## config.mk

```make
export PLATFORM = sky130hd
export DESIGN_NAME = holder_filter
export DESIGN_NICKNAME = d
export VERILOG_FILES = /design/src/rtl/holder_filter.sv
export SDC_FILE = /design/constraint.sdc
export NUM_CORES = 1
export LEC_CHECK = 0
export CAP_MARGIN = 30
export CORE_AREA = 2 2 44 46
export DETAILED_ROUTE_END_ITERATION = 10
export DIE_AREA = 0 0 46 48
export PLACE_DENSITY = 0.73
export SETUP_SLACK_MARGIN = 0.3
export SLEW_MARGIN = 30
export SYNTH_ARGS = -nofsm -noshare
export SYNTH_HDL_FRONTEND = slang
export SYNTH_SLANG_ARGS = --single-unit
export TNS_END_PERCENT = 10
```

## constraint.sdc

```tcl
create_clock -name clock -period 2.06 [get_ports clock]
set_clock_uncertainty 0.15 [all_clocks]
set_input_delay 0.412 -clock clock [delete_from_list [all_inputs] [get_ports clock]]
set_output_delay 0.412 -clock clock [all_outputs]
set_load 0.01 [all_outputs]
```

## src/rtl/holder_filter.sv

```systemverilog
// -----------------------------------------------------------------------------
// holder_filter
//
// Holds a WIDTH-bit value on Out. Every cycle the block samples A and counts
// how many consecutive edges A has stayed the same. Sel chooses, per edge,
// whether Out is loaded only once A has been steady for STABLE_CYCLES edges
// (filtered capture), loaded directly, cleared, or held.
//
// Parameters:
//   WIDTH          data width of A and Out (1..32)
//   STABLE_CYCLES  consecutive equal samples needed for a filtered capture (2..16)
//
// Ports:
//   clock    rising-edge clock for all state
//   reset    synchronous active-high reset
//   A        data to be held
//   Sel      mode select: 001/101 filtered capture, 100 clear, 010 direct load,
//            anything else hold
//   Out      registered held value
//   Stable   registered stability condition of the previous edge
//   Changed  one-cycle pulse after an edge that changed Out; this port exists
//            only when HOLDER_CHANGE_FLAG_EN is defined
// -----------------------------------------------------------------------------
module holder_filter #(
    parameter int WIDTH         = 8,
    parameter int STABLE_CYCLES = 2
) (
    input  logic             clock,
    input  logic             reset,
    input  logic [WIDTH-1:0] A,
    input  logic [2:0]       Sel,
    output logic [WIDTH-1:0] Out,
`ifdef HOLDER_CHANGE_FLAG_EN
    output logic             Changed,
`endif
    output logic             Stable
);

    localparam int             RUN_W   = $clog2(STABLE_CYCLES);
    localparam logic [RUN_W-1:0] RUN_MAX = RUN_W'(STABLE_CYCLES - 1);
    localparam logic [RUN_W-1:0] RUN_ONE = RUN_W'(1);

    logic [WIDTH-1:0] smp_reg;
    logic [RUN_W-1:0] run_reg;
    logic [RUN_W-1:0] run_next;
    logic [WIDTH-1:0] out_reg;
    logic [WIDTH-1:0] out_next;
    logic             stable_reg;
    logic             stab_cond;

    // run==0 marks "no valid sample yet", so after reset a value of A that
    // happens to match the cleared sample register is not counted as a repeat.
    always_comb begin
        stab_cond = (run_reg != '0) && (A == smp_reg) && (run_reg >= RUN_MAX);
    end

    // Run length of the current equal-sample streak, saturating so it never wraps.
    always_comb begin
        run_next = RUN_ONE;
        if (run_reg != '0 && A == smp_reg) begin
            run_next = (run_reg >= RUN_MAX) ? RUN_MAX : run_reg + RUN_ONE;
        end
    end

    always_comb begin
        out_next = out_reg;
        case (Sel)
            3'b001, 3'b101: if (stab_cond) out_next = A;
            3'b100:         out_next = '0;
            3'b010:         out_next = A;
            default:        out_next = out_reg;
        endcase
    end

    always_ff @(posedge clock) begin
        if (reset) begin
            smp_reg    <= '0;
            run_reg    <= '0;
            out_reg    <= '0;
            stable_reg <= 1'b0;
        end else begin
            smp_reg    <= A;
            run_reg    <= run_next;
            out_reg    <= out_next;
            stable_reg <= stab_cond;
        end
    end

    assign Out    = out_reg;
    assign Stable = stable_reg;

`ifdef HOLDER_CHANGE_FLAG_EN
    logic changed_reg;

    always_ff @(posedge clock) begin
        if (reset) begin
            changed_reg <= 1'b0;
        end else begin
            changed_reg <= (out_next != out_reg);
        end
    end

    assign Changed = changed_reg;
`endif

endmodule

```

# Word-level counts from Yosys, hierarchy flattened
# Cells that the tools add are included.
dict set report totals {
  regBits 18
  input_bits 13
  out_inout_bits 9
  word_cells 21
}
dict set report op_classes {
  addsub 1
  n_lt_le_gt_ge 1
  n_eq_ne 6
  muxes 4
  n_reduce_logical 5
}
# op count
set ops {}
lappend ops {{$pmux 8 s3} 1}
lappend ops {{$eq 8x8->1} 1}
lappend ops {{$mux 8} 1}
lappend ops {{$eq 3x3->1 const B} 2}
lappend ops {{$eq 3x1->1 const B} 1}
lappend ops {{$eq 3x2->1 const B} 1}
lappend ops {{$reduce_bool 3->1} 1}
lappend ops {{$logic_and 1x1->1} 2}
lappend ops {{$mux 1} 2}
lappend ops {{$ne 2x2->1 const B} 1}
lappend ops {{$reduce_and 2->1} 1}
lappend ops {{$reduce_or 2->1} 1}
lappend ops {{$add 1x1->1 const B} 1}
lappend ops {{$ge 1x1->1 const B} 1}

# Depth between registers and ports, before layout
# Gate-level depths: netlist (run 1).
dict set report logic_depth {
  depth_word 5
  ltp_mapped 5
  depth_no_buf 5
}

# Worst setup path after synthesis (run 1)
# OpenSTA, ideal clock, no wires.
dict set report synth_timing {
  kind {input port to flip-flop}
  from {input port A[3]}
  to {register out_reg[0] (netlist: Out[0])}
  setup_ns 0.117
  arrival_ns 1.578
  t_required_ns 1.793
  slack_ns 0.215
  path_stages 5
  n_path_buf 0
  path_cell_list {xnor2_1 nand4_1 or4_4 o211a_2 a22o_1}
}
dict set report synth_via {
  elab_chain_len 5
}
# element line_no
set synth_rtl {}
lappend synth_rtl {{from (decl)} 30} ;# input logic [WIDTH-1:0] A,
lappend synth_rtl {{$eq 8x8->1} 54} ;# stab_cond = (run_reg != '0) && (A == smp_reg) && (run_reg >= RUN_MAX);
lappend synth_rtl {{$logic_and 1x1->1 (2 in a row)} 54}
lappend synth_rtl {{$ne 2x2->1 (no source line)} -}
lappend synth_rtl {{$reduce_and 2->1 (no source line)} -}
lappend synth_rtl {{to (signal assigned)} 84} ;# out_reg <= out_next;
lappend synth_rtl {{to (decl)} 46} ;# logic [WIDTH-1:0] out_reg;
# No other way between the ends.
# A chain may end at the register's enable or synchronous reset.

# Worst setup path after layout (run 1)
# Same ends and word-level chain as after synthesis.

==> impl_metrics.py, run 1 <==
metrics = {
    "status": {
        "status": "finished, final reports clean",
    },
    "critical_path": {
        "cp.required_ns": 2.15,
        "worst_path_max_delay_cell": "or4_4",
        "rrSetupSlack_ns": 0.25,
        "arrival_ns": 1.90,
        "path_class": "in -> reg",
        "path_cells": "dlygate4sd2_1, xnor2_1, nand4_1, or4_4, a21oi_4, a22o_1",
        "cp-start-kind": "input port",
        "endpoint_kind": "flop",
        "critPathMaxStageDelay_ns": 0.46,
        "critPathMaxFanout": 8,
    },
    "die": {
        "rows": 15,
        "ios": 22,
        "start_util": 0.3793,
        "coreArea_um2": 1689,
        "die_y_um": 48,
        "die_area_um2": 2208,
        "die_x_um": 46,
    },
    "route": {
        "ant_nets": 0,
        "viasPerCell": 4.704,
        "drc": 0,
        "drt_first_pass_iters": 4,
        "wl_per_cell_um": 12.75,
        "totalWireLength_mm": 1.377,
        "routed-via-count": 508,
        "drt_iter0_markers": 4,
    },
    "synthesis": {
        "synth_top_area_cell": "dfxtp_1",
        "yosys.area_share.xor_xnor": 0.1230,
        "synth_adder_area_share": 0,
        "synth_cell_types": 15,
        "synth_cells": 54,
        "yosysSeqAreaShare": 0.5625,
        "yosys-mux-area-fraction": 0,
        "synthTopCellsByArea": "dfxtp_1, xnor2_1, a22o_1, nor2b_1, a21oi_4",
        "synth_compound_area_frac": 0.1504,
        "synthSimpleGateAreaFrac": 0.1523,
        "syn_area_um2": 640.6,
        "synth_top_family_by_area": "simple AND/OR/NAND/NOR gates",
        "yosysTopAreaCellShare": 0.5625,
        "syn_nets": 67,
        "ys_ff_latch": 18,
        "syn_avg_cell_area_um2": 11.86,
        "yosys_warnings": 0,
    },
    "clocking": {
        "cts_tree": "yes",
        "clock_path_buffers": 2,
        "cts_root_buffer": "clkbuf_4",
        "clock_latency_ns": 0.29,
        "clkTransAtPathRegs_ns": 0.10,
        "cts.htree.levels": 1,
        "cts_hold_buf": 0,
        "cts_inserted_buffers": 3,
        "cts_sinks": 18,
    },
    "power": {
        "pwr_density_cell_nw_per_um2": 670.7,
        "ir_drop_mv": 0.5082,
        "finalPower_uw": 689.0,
        "leakage_nw": 0.4172,
    },
    "global_routing": {
        "grt_overflow": 0,
        "antenna_found_initial": 0,
        "grt_max_degree": 11,
        "grt_use_total": 0.1438,
        "grt_pass1_wl_mm": 2.111,
        "grt_pass1_vias": 501,
    },
    "hold_path": {
        "min_path_type": "reg -> reg",
    },
    "timing": {
        "setup_viol": 0,
        "setup_tns_ns": 0,
        "setup_slack_ns": 0.2464,
        "slew_viol_final": 0,
        "worst_slew_pin_slew_ns": 0.2493,
        "finalWorstPathRequiredPeriod_ns": 1.814,
        "max_freq_ghz": 0.5514,
        "relSlewSlack": 0.8333,
        "whs_ns": 0.3408,
        "rsz0062_at_grt": "yes",
        "fin_crit_sh": 0.8804,
        "final_hold_viol_count": 0,
    },
    "place": {
        "dp_worst_setup_slack_ns": -0.3298,
        "io_buffers": 21,
        "dpl.cell_count": 103,
        "gp_congestion": 0.6548,
    },
    "finish": {
        "n_antenna_cell": 0,
        "layout-drive-gt1-share": 0.2857,
        "instances_no_fill": 108,
        "fin_nets": 105,
        "area_growth_pct": 60.35,
    },
    "run": {
        "maxCapViolCount": 0,
    },
}
-- kinds of logic (layout without fill, tap and decap cells) --
family,count (synthesis),after routing
xor gates and xnor gates,9,9
buffers and inverters,2,39
and+or+nand+nor,15,15
AOI/OAI and AO/OA,10,10
DFF,18,18
-- final timing paths --
| kind | start | endpoint | depth (start not counted) |
|---|---|---|---|
| worst max-delay path | A[3] | Out[0]$_SDFFE_PP0P_ | 6 |
| worst min-delay path | Out[1]$_SDFFE_PP0P_ | Out[1]$_SDFFE_PP0P_ | 1 |
| worst max register to register | smp_reg[6]$_SDFF_PP0_ | Out[0]$_SDFFE_PP0P_ | 5 |
| worst min register to register | Out[1]$_SDFFE_PP0P_ | Out[1]$_SDFFE_PP0P_ | 1 |
-- what timing repair did --
item                       in CTS  in global routing
setup buffers                   1                  0
pin swaps                       8                  0
setup endpoints to repair       8                 16
resized for setup              18                  0
-- area by class of cell --
type                    count  area (um^2)
fillers                   154        661.9
flip-flops and latches     18        361.6
multi-input cells          34        302.8
repair buffers             34        301.5
clock buffers               4        36.28
well taps                  17        21.27
inverters                   1        3.754
-- cells in the final DEF, fill, tap and decap left out --
| cell type | netlist | final |
|---|---|---|
| a21oi_4 | 1 | 1 |
| a22o_1 | 8 | 8 |
| buf_4 | 0 | 13 |
| clkbuf_4 | 0 | 3 |
| clkbuf_8 | 0 | 1 |
| clkdlybuf4s15_1 | 0 | 3 |
| clkdlybuf4s15_2 | 0 | 1 |
| clkdlybuf4s50_1 | 0 | 11 |
| dfxtp_1 | 18 | 17 |
| dfxtp_2 | 0 | 1 |
| dlygate4sd2_1 | 0 | 6 |
| inv_1 | 1 | 1 |
| nand2_1 | 1 | 1 |
| nand2b_4 | 0 | 1 |
| nand3_1 | 1 | 1 |
| nand4_1 | 1 | 1 |
| nor2b_1 | 8 | 8 |
| nor4_1 | 1 | 1 |
| o211a_4 | 0 | 1 |
| or3b_2 | 1 | 1 |
| or4_4 | 1 | 1 |
| xnor2_1 | 9 | 7 |
| xnor2_2 | 0 | 2 |
-- worst max-delay path, delay by kind of cell --
| kind | cells | cell delay, ns |
|---|---|---|
| and+or+nand+nor | 2 | 0.60 |
| AOI/OAI and AO/OA | 2 | 0.46 |
| buffers and inverters | 1 | 0.26 |
| xor gates and xnor gates | 1 | 0.18 |
-- layer usage --
layer | global-route usage | part of all wire
met1 | 0.1773 | 0.47
met2 | 0.2167 | 0.47
met3 | 0.04906 | 0.044
met4 | 0.08571 | 0.015
met5 | 0 | 0
-- where the power goes --
part / switching [mW] / leakage [nW] / internal, mW / total, mW
clock: 0.104 / 0.0210 / 0.108 / 0.212
combinational: 0.0406 / 0.248 / 0.0669 / 0.108
sequential: 0.00687 / 0.148 / 0.362 / 0.369
-- cells in the mapped netlist, drive strengths merged --
| master | count |
|---|---|
| a21oi | 1 |
| xnor2 | 9 |
| nor2b | 8 |
| nand4 | 1 |
| nand2b | 1 |
| or3b | 1 |
| inv | 1 |
| a22o | 8 |
| nand3 | 1 |
| dfxtp | 18 |
| clkbuf | 1 |
| nand2 | 1 |
| nor4 | 1 |
| o211a | 1 |
| or4 | 1 |
-- metrics by stage --
| step | area, um^2 | util |
|---|---|---|
| 2_1_floorplan | 655.6 | - |
| 3_3_place_gp | 973.4 | 0.5763 |
| 3_5_place_dp | 973.4 | 0.5763 |
| 4_1_cts | 1027 | 0.6081 |
| 5_1_grt | 1027 | 0.6081 |
| 6_report | 1027 | 0.6081 |
(Power assumes the default switching activity.)
==> run 2: changes to the inputs <==
- SETUP_SLACK_MARGIN: 0.3 -> unset
==> impl_metrics.py, run 2 (synthesis results as in run 1) <==
metrics = {
    "die": {
        "die_x_um": 46,
        "die_y_um": 48,
        "die_area_um2": 2208,
        "coreArea_um2": 1689,
        "start_util": 0.3793,
        "rows": 15,
        "ios": 22,
    },
    "critical_path": {
        "rr_endpoint": "Out[1]$_SDFFE_PP0P_",
        "crit_start": "smp_reg[5]$_SDFF_PP0_",
        "rrSetupSlack_ns": 0.16,
        "cp.required_ns": 2.14,
        "critPathMaxFanout": 8,
        "endpoint_kind": "flop",
        "cp-start-kind": "flop",
        "path_class": "reg -> reg",
        "r2r_start": "smp_reg[5]$_SDFF_PP0_",
        "cp-endpoint": "Out[1]$_SDFFE_PP0P_",
        "worstRegToRegCells": 5,
        "arrival_ns": 1.98,
    },
    "route": {
        "ant_nets": 0,
        "drt_iter0_markers": 4,
        "viasPerCell": 4.925,
        "drc": 0,
        "wl_per_cell_um": 13.39,
        "routed-via-count": 522,
        "drt_first_pass_iters": 2,
        "totalWireLength_mm": 1.419,
    },
    "hold_path": {
        "min_path_type": "reg -> reg",
        "worst_hold_path.num_cells": 2,
        "hp-start": "run_reg$_SDFF_PP0_",
    },
    "clocking": {
        "cts_hold_buf": 0,
        "cts_inserted_buffers": 3,
        "cts.htree.levels": 1,
        "clkTransAtPathRegs_ns": 0.10,
        "cts_root_buffer": "clkbuf_4",
        "clock_path_buffers": 2,
        "cts_sinks": 18,
        "clock_latency_ns": 0.28,
        "cts_tree": "yes",
    },
    "place": {
        "dp_worst_setup_slack_ns": -0.3920,
        "dpl.cell_count": 101,
        "io_buffers": 21,
        "hpwl_mm": 1.001,
        "gp_congestion": 0.7183,
    },
    "power": {
        "leakage_nw": 0.4256,
        "pwr_density_cell_nw_per_um2": 642.9,
        "ir_drop_mv": 0.4063,
    },
    "finish": {
        "layout-drive-gt1-share": 0.2247,
        "layout_common_cells": "dfxtp_1, clkdlybuf4s50_1, buf_4",
        "fin_util": 0.5926,
        "n_antenna_cell": 0,
        "fillCellCount": 159,
        "fin_nets": 104,
        "area_growth_pct": 56.25,
        "layout_commonest_cell": "dfxtp_1",
        "instances_no_fill": 106,
    },
    "timing": {
        "relSlewSlack": 0.7982,
        "slew_viol_final": 0,
        "max_freq_ghz": 0.5263,
        "worst_slew_pin_slew_ns": 0.3018,
        "final_hold_viol_count": 0,
        "rsz0062_at_grt": "no",
        "setup_slack_ns": 0.1599,
        "fin_crit_sh": 0.9224,
        "setup_tns_ns": 0,
        "finalWorstPathRequiredPeriod_ns": 1.900,
        "setup_viol": 0,
    },
    "global_routing": {
        "grt_pass1_wl_mm": 2.277,
        "grt_use_total": 0.1467,
        "grt_overflow": 0,
        "antenna_found_initial": 0,
        "grt_max_degree": 10,
        "grt_pass1_vias": 545,
    },
    "run": {
        "maxCapViolCount": 0,
    },
    "status": {
        "status": "finished, final reports clean",
    },
}
[run 2: cell types whose count changed in the layout (fill, tap and decap cells not counted), moves of 2 or more]
| cell | change |
|---|---|
| dlymetal6s2s_1 | +4 |
| clkdlybuf4s15_1 | -3 |
| clkdlybuf4s50_1 | +2 |
| dlygate4sd2_1 | -2 |
[run 2: layout make-up]
cell class              count  area [um^2]  area share
multi-input cells          34        287.8      0.2875
clock buffers               3        22.52     0.02250
flip-flops and latches     18        360.3      0.3600
repair buffers             33        305.3      0.3050
well taps                  17        21.27     0.02125
inverters                   1        3.754    0.003750
[run 2: critical path: stages (launching register included)]
cell	delay, ns
dfxtp_1	0.34
xnor2_2	0.17
nand4_1	0.13
or4_4	0.58
a21oi_4	0.29
a22o_1	0.19
[run 2: stage by stage]
stage	hold slack, ns	total power [mW]	cell area, um^2
after floorplan	0.2822	0.4164	640.6
after global placement	0.3031	0.4757	943.4
after detailed placement	0.2992	0.4771	943.4
after CTS	0.3154	0.6491	975.9
after global routing	0.3460	0.6693	1001
final	0.3152	0.6435	1001
[run 2: worst min-delay path by stage]
stage                             end  slack, ns
floorplan           Stable$_SDFF_PP0_       0.28
global placement    Stable$_SDFF_PP0_       0.30
detailed placement  Stable$_SDFF_PP0_       0.30
CTS                 Stable$_SDFF_PP0_       0.32
global route        Stable$_SDFF_PP0_       0.35
finish              Stable$_SDFF_PP0_       0.32
[run 2: metal layers]
metal	global-route usage	part of all wire
met2	0.2250	0.47
met3	0.02264	0.048
met1	0.1885	0.46
met5	0	0
met4	0.1029	0.019
[run 2: power breakdown]
group / leakage (nW) / switching [mW] / internal (mW) / total, mW
logic: 0.264 / 0.0398 / 0.0647 / 0.105
registers: 0.148 / 0.00678 / 0.362 / 0.369
clock network: 0.0138 / 0.102 / 0.0678 / 0.170
total: 0.426 / 0.149 / 0.495 / 0.643
[run 2: timing repair]
item	CTS	global route
endpoints found under the hold margin	0	0
buffers inserted	1	1
pin swaps	7	5
endpoints found under the setup margin	8	8
gates cloned	0	0
gates resized for setup	5	5
==> run 3: changes to the inputs <==
- HOLD_SLACK_MARGIN: unset -> 0.15
==> results of run 3 <==
No change in the layout: final DEF, timing and power equal those of run 2.
